### config.mk
export PLATFORM = sky130hd
export DESIGN_NAME = reset_sequencer
export DESIGN_NICKNAME = d
export VERILOG_FILES = /design/src/rtl/reset_sequencer.sv
export SDC_FILE = /design/constraint.sdc
export NUM_CORES = 1
export LEC_CHECK = 0
export CAP_MARGIN = 5
export CORE_MARGIN = 5
export CORE_UTILIZATION = 43
export CTS_CLUSTER_DIAMETER = 80
export DETAILED_ROUTE_END_ITERATION = 6
export GPL_TIMING_DRIVEN = 0
export PLACE_DENSITY = 0.63
export SYNTH_ARGS = -nofsm -noshare
export SYNTH_HDL_FRONTEND = slang
export SYNTH_SLANG_ARGS = --single-unit
### constraint.sdc
create_clock -name clk -period 1.5 [get_ports clk]
set_input_delay 0.3 -clock clk [delete_from_list [all_inputs] [get_ports clk]]
set_output_delay 0.3 -clock clk [all_outputs]
set_load 0.05 [all_outputs]
### src/rtl/reset_sequencer.sv
`default_nettype none
// ============================================================================
//  Module   : reset_sequencer
//  Purpose  : Reset conditioner. Combines the asynchronous active-low board
//             reset with a debounced pushbutton reset and drives CHANNELS
//             active-high resets. Assertion is asynchronous and deassertion is
//             synchronous. The channels are held for a minimum time and are
//             then released one after another, bit 0 first. A ready flag goes
//             high once every channel is out of reset.
//  Options  : RESET_SEQUENCER_COUNT_EN - adds the 8-bit saturating output
//             reset_count, which counts button resets taken in RELEASE or RUN.
//  Revision : 1.0 - initial release
// ============================================================================
module reset_sequencer #(
   parameter int SYNC_STAGES     = 2,
   parameter int DEBOUNCE_CYCLES = 16,
   parameter int HOLD_CYCLES     = 8,
   parameter int CHANNELS        = 3,
   parameter int STAGGER_CYCLES  = 4
) (
   input  logic                clk,
   input  logic                reset,
   input  logic                btn_reset,
   output logic [CHANNELS-1:0] rst_out,
   output logic                ready
`ifdef RESET_SEQUENCER_COUNT_EN
   ,
   output logic [7:0]          reset_count
`endif
);

   localparam int DW = $clog2(DEBOUNCE_CYCLES + 1);
   localparam int HW = $clog2(HOLD_CYCLES + 1);
   localparam int TW = $clog2(STAGGER_CYCLES + 1);
   localparam int CW = (CHANNELS > 1) ? $clog2(CHANNELS) : 1;

   typedef enum logic [1:0] {
      ST_HOLD    = 2'd0,
      ST_RELEASE = 2'd1,
      ST_RUN     = 2'd2
   } state_t;

   logic [SYNC_STAGES-1:0] rst_sync;
   logic [SYNC_STAGES-1:0] btn_sync;
   logic                   rst_ok;
   logic                   btn_s;
   logic [DW-1:0]          deb_cnt;
   logic                   btn_filt;

   state_t                 state, state_nxt;
   logic [HW-1:0]          hold_cnt, hold_nxt;
   logic [TW-1:0]          stag_cnt, stag_nxt;
   logic [CW-1:0]          ch_idx, ch_nxt;
   logic [CHANNELS-1:0]    rst_nxt;
   logic                   ready_nxt;

   assign rst_ok = rst_sync[SYNC_STAGES-1];
   assign btn_s  = btn_sync[SYNC_STAGES-1];

   // Reset release synchroniser: cleared at once by reset, fills with ones.
   always_ff @(posedge clk or negedge reset) begin
      if (!reset) begin
         rst_sync <= '0;
      end else begin
         rst_sync <= {rst_sync[SYNC_STAGES-2:0], 1'b1};
      end
   end

   // Pushbutton synchroniser.
   always_ff @(posedge clk or negedge reset) begin
      if (!reset) begin
         btn_sync <= '0;
      end else begin
         btn_sync <= {btn_sync[SYNC_STAGES-2:0], btn_reset};
      end
   end

   // Debounce: the filtered level changes after DEBOUNCE_CYCLES disagreeing
   // samples in a row. One agreeing sample restarts the count. The counter
   // stops at DEBOUNCE_CYCLES-1, so it cannot wrap.
   always_ff @(posedge clk or negedge reset) begin
      if (!reset) begin
         deb_cnt  <= '0;
         btn_filt <= 1'b0;
      end else if (btn_s != btn_filt) begin
         if (deb_cnt == DW'(DEBOUNCE_CYCLES - 1)) begin
            btn_filt <= btn_s;
            deb_cnt  <= '0;
         end else begin
            deb_cnt <= deb_cnt + DW'(1);
         end
      end else begin
         deb_cnt <= '0;
      end
   end

   // Sequencer state and registered outputs.
   always_ff @(posedge clk or negedge reset) begin
      if (!reset) begin
         state    <= ST_HOLD;
         hold_cnt <= '0;
         stag_cnt <= '0;
         ch_idx   <= '0;
         rst_out  <= '1;
         ready    <= 1'b0;
      end else begin
         state    <= state_nxt;
         hold_cnt <= hold_nxt;
         stag_cnt <= stag_nxt;
         ch_idx   <= ch_nxt;
         rst_out  <= rst_nxt;
         ready    <= ready_nxt;
      end
   end

   // Next state: hold, then staggered release, then run. A filtered button
   // press drops back to HOLD and reasserts every channel at once.
   always_comb begin
      state_nxt = state;
      hold_nxt  = hold_cnt;
      stag_nxt  = stag_cnt;
      ch_nxt    = ch_idx;
      rst_nxt   = rst_out;
      ready_nxt = ready;
      case (state)
         ST_HOLD: begin
            rst_nxt   = '1;
            ready_nxt = 1'b0;
            if (btn_filt) begin
               hold_nxt = '0;
            end else if (rst_ok) begin
               if (hold_cnt == HW'(HOLD_CYCLES - 1)) begin
                  // Hold is complete. Channel 0 is released on this edge.
                  hold_nxt   = '0;
                  stag_nxt   = '0;
                  ch_nxt     = CW'(1);
                  rst_nxt[0] = 1'b0;
                  if (CHANNELS == 1) begin
                     state_nxt = ST_RUN;
                     ready_nxt = 1'b1;
                  end else begin
                     state_nxt = ST_RELEASE;
                  end
               end else begin
                  hold_nxt = hold_cnt + HW'(1);
               end
            end
         end
         ST_RELEASE: begin
            if (btn_filt) begin
               state_nxt = ST_HOLD;
               hold_nxt  = '0;
               rst_nxt   = '1;
               ready_nxt = 1'b0;
            end else if (stag_cnt == TW'(STAGGER_CYCLES - 1)) begin
               stag_nxt = '0;
               for (int i = 0; i < CHANNELS; i++) begin
                  if (CW'(i) == ch_idx) begin
                     rst_nxt[i] = 1'b0;
                  end
               end
               if (ch_idx == CW'(CHANNELS - 1)) begin
                  state_nxt = ST_RUN;
                  ready_nxt = 1'b1;
               end else begin
                  ch_nxt = ch_idx + CW'(1);
               end
            end else begin
               stag_nxt = stag_cnt + TW'(1);
            end
         end
         ST_RUN: begin
            rst_nxt   = '0;
            ready_nxt = 1'b1;
            if (btn_filt) begin
               state_nxt = ST_HOLD;
               hold_nxt  = '0;
               rst_nxt   = '1;
               ready_nxt = 1'b0;
            end
         end
         default: begin
            state_nxt = ST_HOLD;
            hold_nxt  = '0;
            rst_nxt   = '1;
            ready_nxt = 1'b0;
         end
      endcase
   end

`ifdef RESET_SEQUENCER_COUNT_EN
   logic press;

   // A press is counted on the edge where the FSM leaves RELEASE or RUN.
   // That edge happens once for each rising edge of btn_filt.
   assign press = btn_filt && ((state == ST_RELEASE) || (state == ST_RUN));

   // Saturating press counter. Only reset clears it.
   always_ff @(posedge clk or negedge reset) begin
      if (!reset) begin
         reset_count <= 8'd0;
      end else if (press && (reset_count != 8'hFF)) begin
         reset_count <= reset_count + 8'd1;
      end
   end
`else
   // No press counter in this build.
`endif

endmodule
`default_nettype wire
Word level (Yosys, flattened, before mapping)

Cells that the tools add are included.

Memory bits (writable): 0
Bits in latches: 0
Memories: 0
Register bits after elaboration: 25
Output and inout bits: 4
Input port bits: 3
ROM bits: 0

Shift operators: 0
Equal/unequal tests: 23
Reduce and logical (&&, ||, !) cells: 13
Mux-type cells: 40
$lt $le $gt $ge: 0
Div/mod/pow operators: 0
Bitwise logic cells: 0
Multipliers: 0
$add $sub $neg: 4

Operators by type and width:

| kind                                                | count |
|---|---|
| two-way mux 3 bit                                   | 8 |
| two-way mux 2 bit                                   | 10 |
| != test 3 bit, second input constant                | 6 |
| two-way mux 4 bit                                   | 4 |
| != test 2 bit, second input constant                | 7 |
| AND reduction 2 bit                                 | 6 |
| two-way mux 1 bit                                   | 10 |
| two-way mux 5 bit                                   | 2 |
| case mux 3 bit (3 select lines)                     | 1 |
| case mux 4 bit (2 select lines)                     | 1 |
| AND reduction 7 bit                                 | 1 |
| case mux 2 bit (3 select lines)                     | 1 |
| case mux 3 bit (2 select lines)                     | 1 |
| AND reduction 6 bit                                 | 1 |
| adder 5 x 1 -> 5 bit, second input constant         | 1 |
| equality test 5 x 4 -> 1 bit, second input constant | 1 |
| AND reduction 5 bit                                 | 1 |
| adder 4 x 1 -> 4 bit, second input constant         | 1 |
| equality test 2 bit, second input constant          | 2 |
| equality test 4 x 3 -> 1 bit, second input constant | 1 |
| zero test 2 bit                                     | 2 |
| case mux 2 bit (2 select lines)                     | 1 |
| adder 3 x 1 -> 3 bit, second input constant         | 1 |
| equality test 3 x 2 -> 1 bit, second input constant | 1 |
| other kinds (9)                                     | 9 |

Depth between registers and ports, before layout

Gate-level depths: netlist of run 1.

Word-level depth: 5
Gate-level depth with buffers: 7
Depth with buffers taken out: 6

Worst setup path after synthesis of run 1

No wires, ideal clock.

Path kind: flip-flop to flip-flop
Start: register state[0]
End: register hold_cnt[3]
Buffers on the path: 0
Setup slack: -217 ps
Arrival time: 1635 ps
Cell stages (with the launch flop): 6
Period minus slack after synthesis: 1717 ps
Cell sequence: dfrtp_1 -> inv_1 -> ha_1 -> a21o_1 -> or4_1 -> a31oi_1

Cells in the longest elaborated chain, start to end: 4
Elaborated cells between the ends (all ways): 8
Those cells by class: 4 x eq/ne; 1 x mux; 3 x reduce/logical

RTL lines:

| item                                                                | line | source |
|---|---|---|
| start: declaration                                                  | 50   | `state_t state, state_nxt;` |
| start signal: assignment                                            | 107  | `state <= state_nxt;` |
| equality test 2 bit or equality test 2 x 1 -> 1 bit (tied branches) | 125  | `case (state)` |
| OR reduction 2 bit (no source line)                                 | --   |  |
| != test 2 x 1 -> 1 bit (no source line)                             | --   |  |
| AND reduction 2 bit (no source line)                                | --   |  |
| end signal: assignment                                              | 108  | `hold_cnt <= hold_nxt;` |
| end: declaration                                                    | 51   | `logic [HW-1:0] hold_cnt, hold_nxt;` |

Parallel ways exist; a longest one is shown, timed or not.
A chain may end at the register's enable or synchronous reset.

Worst setup path in the final report of run 1

Same ends and word-level chain as after synthesis.

==> metrics, run 1 <==
setup tns final -0.143 ns; grt total ovfl 0; Rel. slew slack 27.9%; Non-Filler Instances 183; first-pass GRT wire length around 4.7 mm; Port Buf Inserts 6; Inst Count DP 157; via count between 1000 and 1500; Clock Latency Late Sink about 0.33 ns; crit share post-route 104%; Clock Root Buffer clkbuf_4; Yosys warning total 0; hold buffer count at cts 0; Syn Nets 133; final slew viol count 0; Least-Margin Pin Slew 1.08 ns; P_leak between 0.7 and 0.8 nW; RSZ-0062 raised after global routing true; I/O pins 7; ant diodes 0; Max Clock Skew roughly 0.0017 ns; final setup vio count 5; nets@finish around 170; FF+latch count, synth 25; CP Max Fanout 4; crit path DAT 1.83 ns; vias in the first global route 1021; Tightest Hold Check Type reg2reg; PwrDens 1850 nW/um2; WL final 2.91 mm; Synth top area share 43.3%; Worst VDD drop between 0.0008 and 0.0009 V; f_max 641 MHz; crit start category register; DR iter-0 viols 45; Tmin final about 1.6 ns; die area 4140 um2; highest-delay cell along the critical path dfrtp_1; Syn Inst Count 120; Syn Std Cell Area 1270 um2; failing checks negative setup slack; post-synth cell types 37; drt drc 0; crit-path cells inv_2, ha_4, a21o_1, or4_1, a31oi_1; type of the worst setup path reg2reg; Die H 64.3 um; remaining antenna violation count after routing 0; largest net degree at the start of global routing 26; status finished with violations; Area Overhead vs Synth 31.2%; initial antenna violation count 0; Detailed Place HPWL 1.69 mm; Routed wire per std cell 15.9 um; ratio of cells with drive above 1 in the final layout 36.8%; H-tree Lvls 1; max incr delay on CP about 0.45 ns; CP Capture Type register; Sink Count 25; Seq/Total Area, Yosys about half; Synth area leader dfrtp_1; Placeable Area between 2000 and 3000 um2; max-cap viol count 0; Die W ~64 um; synth top area cells dfrtp_1, ha_1, dfstp_2; mean post-synth cell area 10.6 um2; final hold violations 0; Rows 19; total CTS buffers 3; drt pass-1 iters 4; Tot GR Track Use between 10% and 20%; Final Worst Setup Slack -0.0603 ns; vias per cell ~5.5; Clock Pin Slew Worst Setup and Hold Paths 0.15 ns; Initial Utilization 45.3%; Worst Path Required 1.77 ns; Clock Path Buffers 2; GPL Wtd Cong 0.796; CTS tree built
[sequential cells by signal, summed over array words and instances (netlist names)]
name,flops
stag_cnt,3
btn_filt,1
rst_out,3
deb_cnt,5
state,2
rst_sync,2
ready,1
hold_cnt,4
ch_idx,2
btn_sync,2
[repair_timing]
item                                    4_1_cts  5_1_grt
resized for setup                            31       12
endpoints found under the setup margin       13       14
endpoints found under the hold margin         0        0
pin swaps                                     3        5
buffers inserted                             10       12
[power breakdown]
group	internal (W)	switching (W)
clock	0.000109	0.000224
combinational	0.000798	0.000906
sequential	0.000878	0.000165
[critical path, delay by kind of cell (launching register included)]
family	cells	cell delay, ns
AND/OR/NAND/NOR	1	0.40
buffers and inverters	1	0.10
adder cells (fa/ha/maj)	1	0.21
AO/OA/AOI/OAI	2	0.34
flip-flops	1	0.45
[placed cells by master (no fill, tap or decap), types with 3 or more instances in the layout]
| cell type | count |
|---|---|
| dfstp_2 | 3 |
| dfrtp_1 | 22 |
| xor2_1 | 3 |
| clkbuf_4 | 4 |
| ha_4 | 3 |
| nand2_1 | 9 |
| ha_1 | 6 |
| buf_4 | 21 |
| mux2_2 | 3 |
| inv_2 | 4 |
| o21ai_0 | 5 |
| nand3_1 | 6 |
| a21oi_1 | 6 |
| inv_1 | 3 |
| nor2_1 | 7 |
| buf_2 | 3 |
[kinds of logic (layout without fill, tap and decap cells)]
| family | Yosys count | count (layout) | synth area share [%] |
|---|---|---|---|
| mux | 5 | 5 | 4.24 |
| flops | 25 | 25 | 49.6 |
| buf+inv | 10 | 42 | 3.05 |
| other cells | 1 | 1 | 0.295 |
| simple gates | 36 | 36 | 15.5 |
| fa+ha+maj | 10 | 10 | 9.85 |
| compound gates | 30 | 30 | 15.5 |
| xor+xnor | 3 | 3 | 2.07 |
[worst paths after layout]
| path | to | slack [ns] | cells after the start | from |
|---|---|---|---|---|
| max | hold_cnt[3]$_DFFE_PN0P_ | -0.06 | 5 | state[0]$_DFFE_PN0P_ |
| min | btn_sync[1]$_DFF_PN0_ | 0.37 | 0 | btn_sync[0]$_DFF_PN0_ |
| max reg2reg | hold_cnt[3]$_DFFE_PN0P_ | -0.06 | 5 | state[0]$_DFFE_PN0P_ |
| min reg2reg | btn_sync[1]$_DFF_PN0_ | 0.37 | 0 | btn_sync[0]$_DFF_PN0_ |
| max in group asynchronous | state[0]$_DFFE_PN0P_ | 0.33 | 1 | reset |
| min in group asynchronous | ch_idx[0]$_DFFE_PN0P_ | 0.53 | 1 | reset |
[synthesized netlist by cell type, drive strengths merged]
library cell,instances
a2111oi,2
nand2,9
a211oi,1
a211o,2
mux2i,2
a32o,2
nand3b,2
dfstp,3
dfrtp,22
clkbuf,2
and2,2
nor2,7
buf,1
mux2,3
a21o,2
a21boi,1
o21ai,6
conb,1
a21oi,10
and3,1
xor2,3
o22ai,1
ha,10
o31ai,2
nand3,6
and4,2
a31oi,1
or3,1
nand2b,1
or4,1
nor3b,1
inv,7
nor2b,2
nand4b,1
[through the flow]
step	total power [W]	worst slack, ns	instance area (um2)	utilization (%)	hold WS, ns
3_3_place_gp	0.00219	-0.232	1380	49.2	0.332
6_report	0.00308	-0.0603	1670	59.4	0.366
2_1_floorplan	0.00191	0.00567	1280	-	0.00441
5_1_grt	0.00328	-0.123	1670	59.4	0.389
3_5_place_dp	0.00222	-0.235	1380	49.2	0.336
4_1_cts	0.00274	-0.0486	1520	54.1	0.369
[cell type report]
type                            instances  area (um2)
Fill cell                             229        1140
Clock buffer                            3        22.5
Clock inverter                          1        8.76
Inverter                                7        26.3
Multi-Input combinational cell         85         703
Timing Repair Buffer                   28         215
Tap cell                               31        38.8
Sequential cell                        25         629
Buffer                                  3        22.5
[layer usage]
layer | part of all wire, % | wire, um | track usage (%) | vias up
met5 | 0 | 0 | 0 | -
met1 | 44 | 1280 | 17.9 | 497
li1 | - | - | - | 491
met2 | 51 | 1490 | 23.2 | 15
met3 | 3.0 | 87 | 4.55 | 7
met4 | 1.8 | 51 | 6.07 | 0
Note: power is estimated with default switching activity, not from simulation.
==> run 2, diff against run 1 <==
- SKIP_CTS_REPAIR_TIMING: default -> 1
==> run 2 against run 1 <==
Against the previous run: the flow still finishes with violations (negative setup slack); worst setup slack got worse by 0.034 ns; total power fell by 0.21%; clock skew rose by 0.0019 ns; critical path type unchanged.
==> metrics, run 2 (synthesis gave the netlist of run 1 again) <==
clock network fraction of total power a little over a tenth; final core occ 59.0%; Cell Area, Placed 1380 um2; vias in the first global route ~890; crit start category register; PwrDens 1860 nW/um2; Port Buf Inserts 6; type of the worst setup path reg2reg; RSZ-0062 raised after global routing true; final hold violations 0; final setup vio count 5; Inst Count DP approximately 160; combinational share of power 54.8%; internal power 0.00180 W; Rows 19; area of the multi-input gates 742 um2; Tightest Hold Check Type reg2reg; Layout fillers approximately 240; crit-path cells inv_2, ha_4, a21o_4, or4_1, a31oi_1; largest registers deb_cnt x5, hold_cnt x4; Rel. slew slack 27.2%; most common cell after layout, fill and taps aside dfrtp_1; I/O pins 7; Clock Path Buffers 2; ant diodes 0; H-tree Lvls 1; remaining antenna violation count after routing 0; status finished with violations; drt pass-1 iters 4; Clock Root Buffer clkbuf_4; Die W 64.3 um; Clock Latency Late Sink 0.33 ns; Place WS -0.235 ns; first-pass GRT wire length ~4.2 mm; highest-delay cell along the critical path dfrtp_1; CP Max Fanout 6; Detailed Place HPWL 1.69 mm; ratio of cells with drive above 1 in the final layout 35.4%; most frequent cells in the layout dfrtp_1, buf_4, nand2_1; Die H 64.3 um; Routed wire per std cell about 15 um; crit path DAT 1.86 ns; Design Area, Final 1650 um2; GPL Wtd Cong about 0.80; crit path buf inv count 1; sequential share of power 34.4%; Clock Pin Slew Worst Setup and Hold Paths 0.15 ns; CP Capture Type register; vias per cell 5.45; grt total ovfl 0; switching part of the total between 40% and 50%; WL final 2.64 mm; initial antenna violation count 0; critical path's top delay family flip-flops; final slew viol count 0; Non-Filler Instances 175; drt drc 0; max-cap viol count 0; Largest register FFs 5; f_max 627 MHz; die area 4140 um2; Least-Margin Pin Slew 1.09 ns; CTS tree built; Tot GR Track Use 12.9%; Sink Count 25; nets@finish 158; max incr delay on CP 0.45 ns; Tot Pwr 0.00307 W; Worst Path Required 1.76 ns; crit share post-route 106%; Max Clock Skew 0.00359 ns; Final Worst Setup Slack -0.0938 ns; largest net degree at the start of global routing 26; Area Overhead vs Synth 30.2%; Worst VDD drop 0.000918 V; Psw 0.00128 W; Top reg by flops deb_cnt; via count 954; DR iter-0 viols 41; total CTS buffers 3; Register Area 629 um2; P_leak around 0.77 nW; failing checks negative setup slack; Tmin final 1.59 ns; Placeable Area 2810 um2; Initial Utilization 45.3%
==> run 2: worst paths after layout <==
kind                                        from                      end  slack, ns  depth (start not counted)
max                         state[0]$_DFFE_PN0P_  hold_cnt[3]$_DFFE_PN0P_      -0.09                          5
min                        btn_sync[0]$_DFF_PN0_    btn_sync[1]$_DFF_PN0_       0.37                          0
max reg2reg                 state[0]$_DFFE_PN0P_  hold_cnt[3]$_DFFE_PN0P_      -0.09                          5
min reg2reg                btn_sync[0]$_DFF_PN0_    btn_sync[1]$_DFF_PN0_       0.37                          0
max in group asynchronous                  reset  stag_cnt[2]$_DFFE_PN0P_       0.32                          1
min in group asynchronous                  reset    ch_idx[0]$_DFFE_PN0P_       0.53                          1
==> run 2: per-layer routing <==
| layer | wire [um] | GRT usage [%] |
|---|---|---|
| met5 | 0 | 0 |
| met4 | 36 | 4.75 |
| met3 | 104 | 4.38 |
| met2 | 1260 | 19.7 |
| met1 | 1230 | 16.9 |
==> run 2: power by group through the flow <==
stage / Clock, W / Combinational (W) / Sequential [W]
floorplan: 0 / 0.000715 / 0.00119
global placement: 0 / 0.00116 / 0.00103
detailed placement: 0 / 0.00118 / 0.00104
CTS: 0.000340 / 0.00118 / 0.00103
global route: 0.000366 / 0.00183 / 0.00109
finish: 0.000332 / 0.00168 / 0.00106
==> run 2: stage by stage <==
step | TNS, ns | hold WS (ns)
3_3_place_gp | -4.92 | 0.332
4_1_cts | -3.21 | 0.369
3_5_place_dp | -4.92 | 0.336
6_report | -0.232 | 0.366
5_1_grt | -0.691 | 0.389
2_1_floorplan | 0 | 0.00441
==> run 2: layout make-up <==
type | count | area share (%)
buffer | 3 | 1.82
clock buffer | 3 | 1.36
clock inverter | 1 | 0.529
inverter | 7 | 1.59
multi-input combinational | 85 | 44.9
sequential | 25 | 38.0
tap | 31 | 2.34
timing repair buffer | 20 | 9.46
